File: config.mk
export PLATFORM = sky130hd
export DESIGN_NAME = edf_irq_stamper
export DESIGN_NICKNAME = d
export VERILOG_FILES = /design/src/rtl/edf_irq_stamper.sv
export SDC_FILE = /design/constraint.sdc
export NUM_CORES = 1
export LEC_CHECK = 0
export ABC_AREA = 0
export CAP_MARGIN = 20
export CORE_ASPECT_RATIO = 1.2
export CORE_MARGIN = 2
export CORE_UTILIZATION = 25
export DETAILED_ROUTE_END_ITERATION = 7
export PLACE_DENSITY = 0.43
export SLEW_MARGIN = 20
export SYNTH_ARGS = -nofsm -noshare
export SYNTH_HDL_FRONTEND = slang
export SYNTH_SLANG_ARGS = --single-unit
File: constraint.sdc
create_clock -name clk_i -period 8.6 [get_ports clk_i]
set_input_delay 1.72 -clock clk_i [delete_from_list [all_inputs] [get_ports clk_i]]
set_output_delay 1.72 -clock clk_i [all_outputs]
set_load 0.1 [all_outputs]
File: src/rtl/edf_irq_stamper.sv
// -----------------------------------------------------------------------------
// edf_irq_stamper
//
// Front-end of the EDF interrupt controller. Detects rising edges on the
// parallel interrupt lines, stamps each event with an absolute deadline
// (mtime + per-line relative deadline) and offers pending events one at a time
// to the downstream deadline-ordered priority queue.
//
// Ports
//   clk_i          clock
//   rst_ni         synchronous active-low reset
//   cfg_req_i      config write strobe (write-only bus)
//   cfg_addr_i     config byte address (bits [1:0] ignored)
//   cfg_wdata_i    config write data
//   mtime_i        platform timer value
//   irq_i          level interrupt lines, rising edge = event
//   stamp_id_o     ID of the offered event
//   stamp_dl_o     absolute deadline of the offered event
//   stamp_valid_o  event offered to the priority queue
//   stamp_ready_i  priority queue accepts the event
//   overrun_o      sticky per-line flag: edge dropped while line still pending
//   dbg_state_o    FSM state for observation (0 = IDLE, 1 = OFFER)
//
// Config map (word aligned):
//   0x000 + 4*i  relative deadline of line i
//   0x100        line enable mask
//   0x104        overrun flags, write 1 to clear
//
// Handshake: stamp_valid_o/stamp_ready_i follow strict valid/ready rules. Once
// stamp_valid_o rises, stamp_id_o and stamp_dl_o stay stable and valid stays
// high until a cycle with stamp_ready_i=1 (only reset can abort the offer).
// The transfer happens on a clock edge where both are high; ready while valid
// is low has no effect.
// -----------------------------------------------------------------------------
module edf_irq_stamper #(
   parameter  int NrParIrqs = 4,
   parameter  int DlWidth   = 32,
   localparam int IdWidth   = (NrParIrqs > 1) ? $clog2(NrParIrqs) : 1
) (
   input  logic                 clk_i,
   input  logic                 rst_ni,
   input  logic                 cfg_req_i,
   input  logic [31:0]          cfg_addr_i,
   input  logic [31:0]          cfg_wdata_i,
   input  logic [63:0]          mtime_i,
   input  logic [NrParIrqs-1:0] irq_i,
   output logic [IdWidth-1:0]   stamp_id_o,
   output logic [63:0]          stamp_dl_o,
   output logic                 stamp_valid_o,
   input  logic                 stamp_ready_i,
   output logic [NrParIrqs-1:0] overrun_o,
   output logic                 dbg_state_o
);

   typedef enum logic {
      IDLE  = 1'b0,
      OFFER = 1'b1
   } state_e;

   state_e               state_q, state_d;

   logic [NrParIrqs-1:0] irq_q;
   logic [NrParIrqs-1:0] pending_q;
   logic [NrParIrqs-1:0] enable_q;
   logic [NrParIrqs-1:0] overrun_q;
   logic [DlWidth-1:0]   reldl_q [NrParIrqs];
   logic [63:0]          absdl_q [NrParIrqs];
   logic [IdWidth-1:0]   ptr_q, ptr_d;

   logic [NrParIrqs-1:0] rise;
   logic [NrParIrqs-1:0] accept_vec;
   logic                 accept;

   logic [NrParIrqs-1:0] reldl_we;
   logic                 enable_we;
   logic                 w1c_we;

   logic                 sel_found;
   logic [IdWidth-1:0]   sel_id;

   logic [IdWidth-1:0]   id_d;
   logic [63:0]          dl_d;
   logic                 valid_d;

   // ---------------------------------------------------------------------------
   // Config decode (word address, byte lanes ignored)
   // ---------------------------------------------------------------------------
   always_comb begin
      reldl_we = '0;
      for (int i = 0; i < NrParIrqs; i++) begin
         reldl_we[i] = cfg_req_i && (cfg_addr_i[31:2] == 30'(i));
      end
   end

   assign enable_we = cfg_req_i && (cfg_addr_i[31:2] == 30'h40);
   assign w1c_we    = cfg_req_i && (cfg_addr_i[31:2] == 30'h41);

   // ---------------------------------------------------------------------------
   // Edge detect and acceptance
   // ---------------------------------------------------------------------------
   assign rise   = irq_i & ~irq_q & enable_q;
   assign accept = (state_q == OFFER) && stamp_ready_i;

   always_comb begin
      accept_vec = '0;
      if (accept) begin
         accept_vec[stamp_id_o] = 1'b1;
      end
   end

   // ---------------------------------------------------------------------------
   // Per-line state. A rise on the line being accepted this cycle re-arms it
   // (set wins over clear) and re-stamps the deadline; the accepted event keeps
   // the deadline already latched in stamp_dl_o.
   // ---------------------------------------------------------------------------
   always_ff @(posedge clk_i) begin
      if (!rst_ni) begin
         irq_q     <= '0;
         pending_q <= '0;
         enable_q  <= '0;
         overrun_q <= '0;
         for (int i = 0; i < NrParIrqs; i++) begin
            reldl_q[i] <= '0;
            absdl_q[i] <= '0;
         end
      end else begin
         irq_q <= irq_i;

         if (enable_we) begin
            enable_q <= cfg_wdata_i[NrParIrqs-1:0];
         end

         for (int i = 0; i < NrParIrqs; i++) begin
            if (reldl_we[i]) begin
               reldl_q[i] <= DlWidth'(cfg_wdata_i);
            end

            // absdl uses the reldl value present before any same-cycle write.
            if (rise[i] && (!pending_q[i] || accept_vec[i])) begin
               pending_q[i] <= 1'b1;
               absdl_q[i]   <= mtime_i + 64'(reldl_q[i]);
            end else if (accept_vec[i]) begin
               pending_q[i] <= 1'b0;
            end
         end

         // Clear first, then OR in new drops so a same-cycle set wins.
         overrun_q <= (w1c_we ? (overrun_q & ~cfg_wdata_i[NrParIrqs-1:0]) : overrun_q)
                    | (rise & pending_q & ~accept_vec);
      end
   end

   // ---------------------------------------------------------------------------
   // Round-robin pick: first pending line at or above ptr, wrapping.
   // ---------------------------------------------------------------------------
   always_comb begin
      sel_found = 1'b0;
      sel_id    = '0;
      for (int k = 0; k < NrParIrqs; k++) begin
         if (!sel_found && pending_q[(int'(ptr_q) + k) % NrParIrqs]) begin
            sel_found = 1'b1;
            sel_id    = IdWidth'((int'(ptr_q) + k) % NrParIrqs);
         end
      end
   end

   // ---------------------------------------------------------------------------
   // Offer FSM
   // ---------------------------------------------------------------------------
   always_comb begin
      state_d = state_q;
      id_d    = stamp_id_o;
      dl_d    = stamp_dl_o;
      valid_d = stamp_valid_o;
      ptr_d   = ptr_q;
      case (state_q)
         IDLE: begin
            valid_d = 1'b0;
            if (sel_found) begin
               id_d    = sel_id;
               dl_d    = absdl_q[sel_id];
               valid_d = 1'b1;
               state_d = OFFER;
            end
         end
         OFFER: begin
            if (stamp_ready_i) begin
               valid_d = 1'b0;
               state_d = IDLE;
               ptr_d   = (stamp_id_o == IdWidth'(NrParIrqs - 1)) ? '0
                                                                 : stamp_id_o + IdWidth'(1);
            end
         end
         default: begin
            valid_d = 1'b0;
            state_d = IDLE;
         end
      endcase
   end

   always_ff @(posedge clk_i) begin
      if (!rst_ni) begin
         state_q       <= IDLE;
         stamp_id_o    <= '0;
         stamp_dl_o    <= '0;
         stamp_valid_o <= 1'b0;
         ptr_q         <= '0;
      end else begin
         state_q       <= state_d;
         stamp_id_o    <= id_d;
         stamp_dl_o    <= dl_d;
         stamp_valid_o <= valid_d;
         ptr_q         <= ptr_d;
      end
   end

   assign overrun_o   = overrun_q;
   assign dbg_state_o = (state_q == OFFER);

endmodule

==> flow_metrics.tcl, run 1 <==
set metrics [dict create \
    final-max-slew-violation-count 0 \
    io-pin-count 208 \
    synth_top_flop_cell "edfxtp_1" \
    endpoints_failing_setup 0 \
    syn_avg_cell_area_um2 9.08 \
    worstRegToRegCells 10 \
    synth_top_area_share_pct 38.4 \
    cts.reportedPaths.clkPinSlew_ns 0.06 \
    top_cell_type_by_total_area_after_synthesis "edfxtp_1" \
    area_of_the_core_region_um2 119000 \
    grtUsageTotal_pct 18.9 \
    synth_seq_cells 470 \
    drt-met1-wl_um 50500 \
    numCtsBuffers 56 \
    synth_seq_area_share_pct 44.1 \
    finished_cell_area_um2 35600 \
    cp-startpoint "mtime_i[1]" \
    post_synth_inst_count 3312 \
    cts_setup_buffers 0 \
    finalHoldViolations 0 \
    place.detailed.hpwl_um 81200 \
    yosys.cell_types.count 96 \
    num_rows 139 \
    async_reset_ff_share_pct 0 \
    first_pass_iters 6 \
    rsz0062_at_grt "false" \
    grt_pass1_vias 25100 \
    max_cap_viol_count 0 \
    endpoint_of_the_most_critical_setup_path "absdl_q[3][53]" \
    grt_first_pass_wirelength_um 173000 \
    r2r_setup_slack_ns 4.44 \
    fp.dieW_um 321 \
    met3RoutedLength_um 5300 \
    cts_htree_levels 2 \
    max_clock_freq_mhz 176 \
    synth.top_cells.by_count "nand2_1, edfxtp_1, nand3_1" \
    dpl_cell_area_um2 33600 \
    overflow 0 \
    area.growth.synth_to_final_pct 18.3 \
    post_synthesis_net_count 3584 \
    synth_top_cells_by_area "edfxtp_1, nand2_1, dfxtp_1, ha_1, nand3_1" \
    utilization_pct 29.8 \
    post_route_drc_violation_count 0 \
    post_drt_via_cell_ratio 5.20 \
    irDropWorstVdd_uv 154 \
    top_layer_used "met5" \
    grt_antenna_before_repair 10 \
    fin_crit_sh_pct 66.2 \
    worst_r2r_start "reldl_q[3][1]" \
    post_synth_edffs 384 \
    crit_path_max_fanout 31 \
    wl_met2_um 60300 \
    finClkSkew_ns 0.0198 \
    gpl.final_weighted_congestion 0.853 \
    clock_tree.root_cell "clkbuf_16" \
    worstSetupEndpointType "flop" \
    routed_wirelength_um 119000 \
    hold_class "flop to flop" \
    die_area_um2 123000 \
    clock_tree_from_tritoncts "yes" \
    timing.rr.end "absdl_q[3][53]" \
    cts.repair.resized 0 \
    arrival_ns 6.19 \
    post-route-worst-setup-slack_ns 2.91 \
    p_leak_uw 0.0126 \
    power_density_cells_nw_per_um2 169 \
    class_of_the_most_critical_setup_path "input port to flop" \
    nets 3649 \
    routed-via-count 25900 \
    worst_hold_path.num_cells 2 \
    first_iter_violations 2049 \
    die_height_um 384 \
    fin_crit_ns 5.69 \
    totalNegativeSetupSlack_ns 0 \
    place_worst_setup_slack_ns 2.18 \
    initial_core_util_pct 25.2 \
    cts-root-to-sink-buffers 3 \
    synthesis.yosys.warnings 0 \
    holdBufCountCts 0 \
    slew-limit-headroom_pct 21.8 \
    detail-route-antenna-nets 0 \
    yosysMostFrequentCell "nand2_1" \
    grt_max_degree 73 \
    route.detailed.wl_per_inst_um 23.9 \
    worst-endpoint-required_ns 9.10 \
    clock_insertion_delay_worst_skew_ns 0.64 \
    fraction_of_layout_cells_with_a_size_suffix_above_1_pct 6.16 \
    worst_setup_path_start_kind "input port" \
    clkSinkCount 470 \
    io_buffer_count 205 \
    netlist_area_um2 30100 \
    status "finished clean" \
    worst_pin_slew_ns 1.17 \
]
-- final cells by class --
class	count	area [um^2]
fill	12600	83900
multi-input combinational	2540	15800
sequential	470	13300
timing repair buffer	253	2440
tap	1551	1940
clock buffer	75	1630
clock inverter	30	269
inverter	56	210
antenna	3	7.51
-- per-stage QoR --
stage	power [uW]	std cells	hold slack [ns]
floorplan	3180	3312	0.482
global placement	3530	4868	0.445
detailed placement	3530	4869	0.456
CTS	6070	4974	0.465
global route	6220	4978	0.484
finish	5990	4978	0.456
-- cell families (layout without fill, tap and decap cells) --
family                     Yosys count  in the layout  synth area share, %
other                                0              3                    0
muxes                               25             25                0.837
DFF                                470            470                 44.1
xor gates and xnor gates            90             90                 2.62
buffers and inverters              302            414                 4.04
AOI/OAI and AO/OA                  694            694                 15.7
adders and majority gates          136            136                 5.76
and+or+nand+nor                   1595           1595                 26.9
-- worst max-delay path, cell delays in order --
cell	delay, ns
clkdlybuf4s50_1	0.83
ha_1	0.34
a211oi_1	0.31
nor2_1	0.17
o311ai_1	0.74
a21oi_1	0.40
o211ai_1	0.49
a21oi_2	0.11
buf_4	0.27
or4b_2	0.65
nand3_1	0.10
-- worst min path at each step --
stage,from,to,slack [ns]
floorplan,enable_q[0],enable_q[0],0.48
global placement,stamp_valid_o,stamp_valid_o,0.45
detailed placement,stamp_valid_o,stamp_valid_o,0.46
CTS,stamp_valid_o,stamp_valid_o,0.47
global route,stamp_dl_o[8],stamp_dl_o[8],0.48
finish,stamp_valid_o,stamp_valid_o,0.46
-- sequential cells by signal, summed over array words and instances, names as in the netlist --
signal	flops
reldl_q	128
overrun_o	4
ptr_q	2
pending_q	4
irq_q	4
dbg_state_o	1
enable_q	4
stamp_valid_o	1
absdl_q	256
stamp_id_o	2
stamp_dl_o	64
-- report_power, final --
part           internal (uW)  switching (uW)  leakage [uW]  total (uW)
combinational            322             611       0.00714         933
clock                   1440            1060      0.000942        2510
sequential              2530            26.5       0.00455        2550
total                   4290            1700        0.0126        5990
-- cell usage in the layout, fill, tap and decap left out, types with 43 or more instances in the layout --
master             n
a21boi_0          74
a21o_1            54
a21oi_1          165
and2_1           153
buf_4             47
clkbuf_16         59
clkdlybuf4s50_1  204
dfxtp_1           86
edfxtp_1         384
ha_1             132
inv_1             55
nand2_1          517
nand3_1          274
nor2_1           190
nor3_1            63
nor4_1            78
o21ai_0           86
o31ai_1           45
or4_1             50
xnor2_1           47
xor2_1            43
-- per-layer routing --
| layer | track usage, % | vias up |
|---|---|---|
| met1 | 23.8 | 12700 |
| met3 | 2.12 | 143 |
| met5 | 0 | - |
| li1 | - | 12400 |
| met2 | 34.0 | 687 |
| met4 | 5.47 | 4 |
Power figures use the tool's default switching activity.
==> run 2: changes to the inputs <==
- PLACE_DENSITY: 0.43 -> 0.45
- clock period: 8.6 -> 4.7 ns (I/O delays scaled with it)
==> run 2 against run 1 <==
Compared with the run above: non-clock buffer count is 161 higher; combinational power is 98% higher; clock-buffer cell count is 3 higher; global-route usage is 0.43 points lower; sequential cell count stayed put; via count is 2.0% higher; largest cell class unchanged.
==> flow_metrics.tcl, run 2 (same netlist as run 1, synthesis figures left out) <==
set metrics [dict create \
    io-pin-count 208 \
    layout_commonest_cell "nand2_1" \
    cts_setup_buffers 0 \
    max_clock_freq_mhz 248 \
    cts.reportedPaths.clkPinSlew_ns 0.06 \
    biggest_registers_after_layout "absdl_q x256, reldl_q x128, stamp_dl_o x64" \
    post_drt_via_cell_ratio 5.14 \
    irDropWorstVdd_uv 227 \
    gpl.final_weighted_congestion 0.875 \
    grt_pass1_vias 25700 \
    power_density_cells_nw_per_um2 307 \
    class_of_the_most_critical_setup_path "input port to flop" \
    post_route_drc_violation_count 0 \
    clock_insertion_delay_worst_skew_ns 0.66 \
    finalHoldViolations 0 \
    endpoints_failing_setup 0 \
    die_height_um 384 \
    worst_setup_path_start_kind "input port" \
    route.detailed.wl_per_inst_um 22.7 \
    fp.dieW_um 321 \
    cts.repair.resized 0 \
    sequential_cell_area_um2 13300 \
    cts-root-to-sink-buffers 3 \
    finished_cell_area_um2 37100 \
    nets 3811 \
    final.fill_count 12400 \
    ant_diodes 0 \
    largest-register "absdl_q" \
    grtUsageTotal_pct 18.5 \
    arrival_ns 4.48 \
    crit_path_max_fanout 31 \
    numCtsBuffers 57 \
    first_iter_violations 1894 \
    worst-endpoint-required_ns 5.15 \
    clock_tree_from_tritoncts "yes" \
    status "finished clean" \
    area_of_the_core_region_um2 119000 \
    hold_class "flop to flop" \
    totalNegativeSetupSlack_ns 0 \
    io_buffer_count 205 \
    clock_tree.root_cell "clkbuf_16" \
    dpl_cell_area_um2 35100 \
    overflow 0 \
    clkSinkCount 470 \
    fraction_of_layout_cells_with_a_size_suffix_above_1_pct 10.3 \
    fin_crit_ns 4.03 \
    multiInputGateArea_um2 15800 \
    most-common-layout-cells "nand2_1, edfxtp_1, nand3_1, clkdlybuf4s50_1, nor2_1" \
    p_leak_uw 0.0135 \
    routed_wirelength_um 117000 \
    holdBufCountCts 0 \
    largest_register_ff_count 256 \
    final-max-slew-violation-count 0 \
    max_cap_viol_count 0 \
    place.detailed.hpwl_um 84100 \
    initial_core_util_pct 25.2 \
    fin_crit_sh_pct 85.8 \
    grt_max_degree 72 \
    num_rows 139 \
    finClkSkew_ns 0.0330 \
    slew-limit-headroom_pct 19.0 \
    die_area_um2 123000 \
    worstSetupEndpointType "flop" \
    rsz0062_at_grt "false" \
    area.growth.synth_to_final_pct 23.4 \
    cts_htree_levels 2 \
    grt_antenna_before_repair 5 \
    detail-route-antenna-nets 0 \
    utilization_pct 31.0 \
    first_pass_iters 6 \
    routed-via-count 26400 \
    grt_first_pass_wirelength_um 171000 \
    worst_pin_slew_ns 1.21 \
]
[run 2: cell types whose count changed in the layout (fill, tap and decap cells not counted), sizes merged]
cell | before | now
diode | 3 | 0
clkinv | 22 | 18
bufinv | 4 | 8
clkbuf | 75 | 78
inv | 57 | 56
clkdlybuf4s50 | 204 | 203
buf | 49 | 211
[run 2: report_power, final]
part,total [uW],leakage [uW],internal (uW),switching [uW]
combinational,1850,0.00800,720,1130
clock,4850,0.000980,2870,1980
sequential,4660,0.00455,4620,44.0
total,11400,0.0135,8210,3160
[run 2: final cells by class]
class	count	share of cell area, %
multi-input combinational	2540	42.6
sequential	470	35.7
timing repair buffer	414	10.5
tap	1551	5.23
clock buffer	78	4.42
clock inverter	29	0.978
inverter	56	0.567
[run 2: routing by layer]
| layer | vias up | wire length (um) | track usage, % |
|---|---|---|---|
| met1 | 12900 | 49800 | 23.2 |
| met3 | 160 | 5170 | 2.28 |
| met2 | 677 | 58600 | 33.3 |
| li1 | 12700 | - | - |
| met4 | 4 | 3050 | 5.06 |
| met5 | - | 27 | 0 |
[run 2: final timing paths]
check	startpoint	endpoint	slack, ns	depth (start not counted)
setup / recovery	mtime_i[0]	absdl_q[1][62]	0.67	14
hold / removal	stamp_valid_o	stamp_valid_o	0.46	2
setup reg to reg	reldl_q[3][1]	absdl_q[3][53]	1.09	13
hold reg to reg	stamp_valid_o	stamp_valid_o	0.46	2
[run 2: critical path, stage by stage]
cell and delay [ns]:
clkdlybuf4s50_1 0.43, buf_4 0.16, ha_1 0.25, fa_1 0.43
a211oi_1 0.41, o21ai_1 0.21, a31o_2 0.30, o211ai_1 0.25
buf_4 0.20, a21oi_1 0.13, o21ai_2 0.20, buf_12 0.21
o31ai_1 0.09, a21oi_1 0.22
[run 2: per-stage QoR]
step / worst slack (ns) / hold slack [ns] / total power (uW) / cells
3_5_place_dp: 0.0647 / 0.450 / 6600 / 5031
2_1_floorplan: 0.215 / 0.482 / 5810 / 3312
6_report: 0.670 / 0.455 / 11400 / 5138
4_1_cts: 0.720 / 0.460 / 11500 / 5138
5_1_grt: 0.599 / 0.480 / 11800 / 5138
3_3_place_gp: 0.0761 / 0.447 / 6590 / 5031
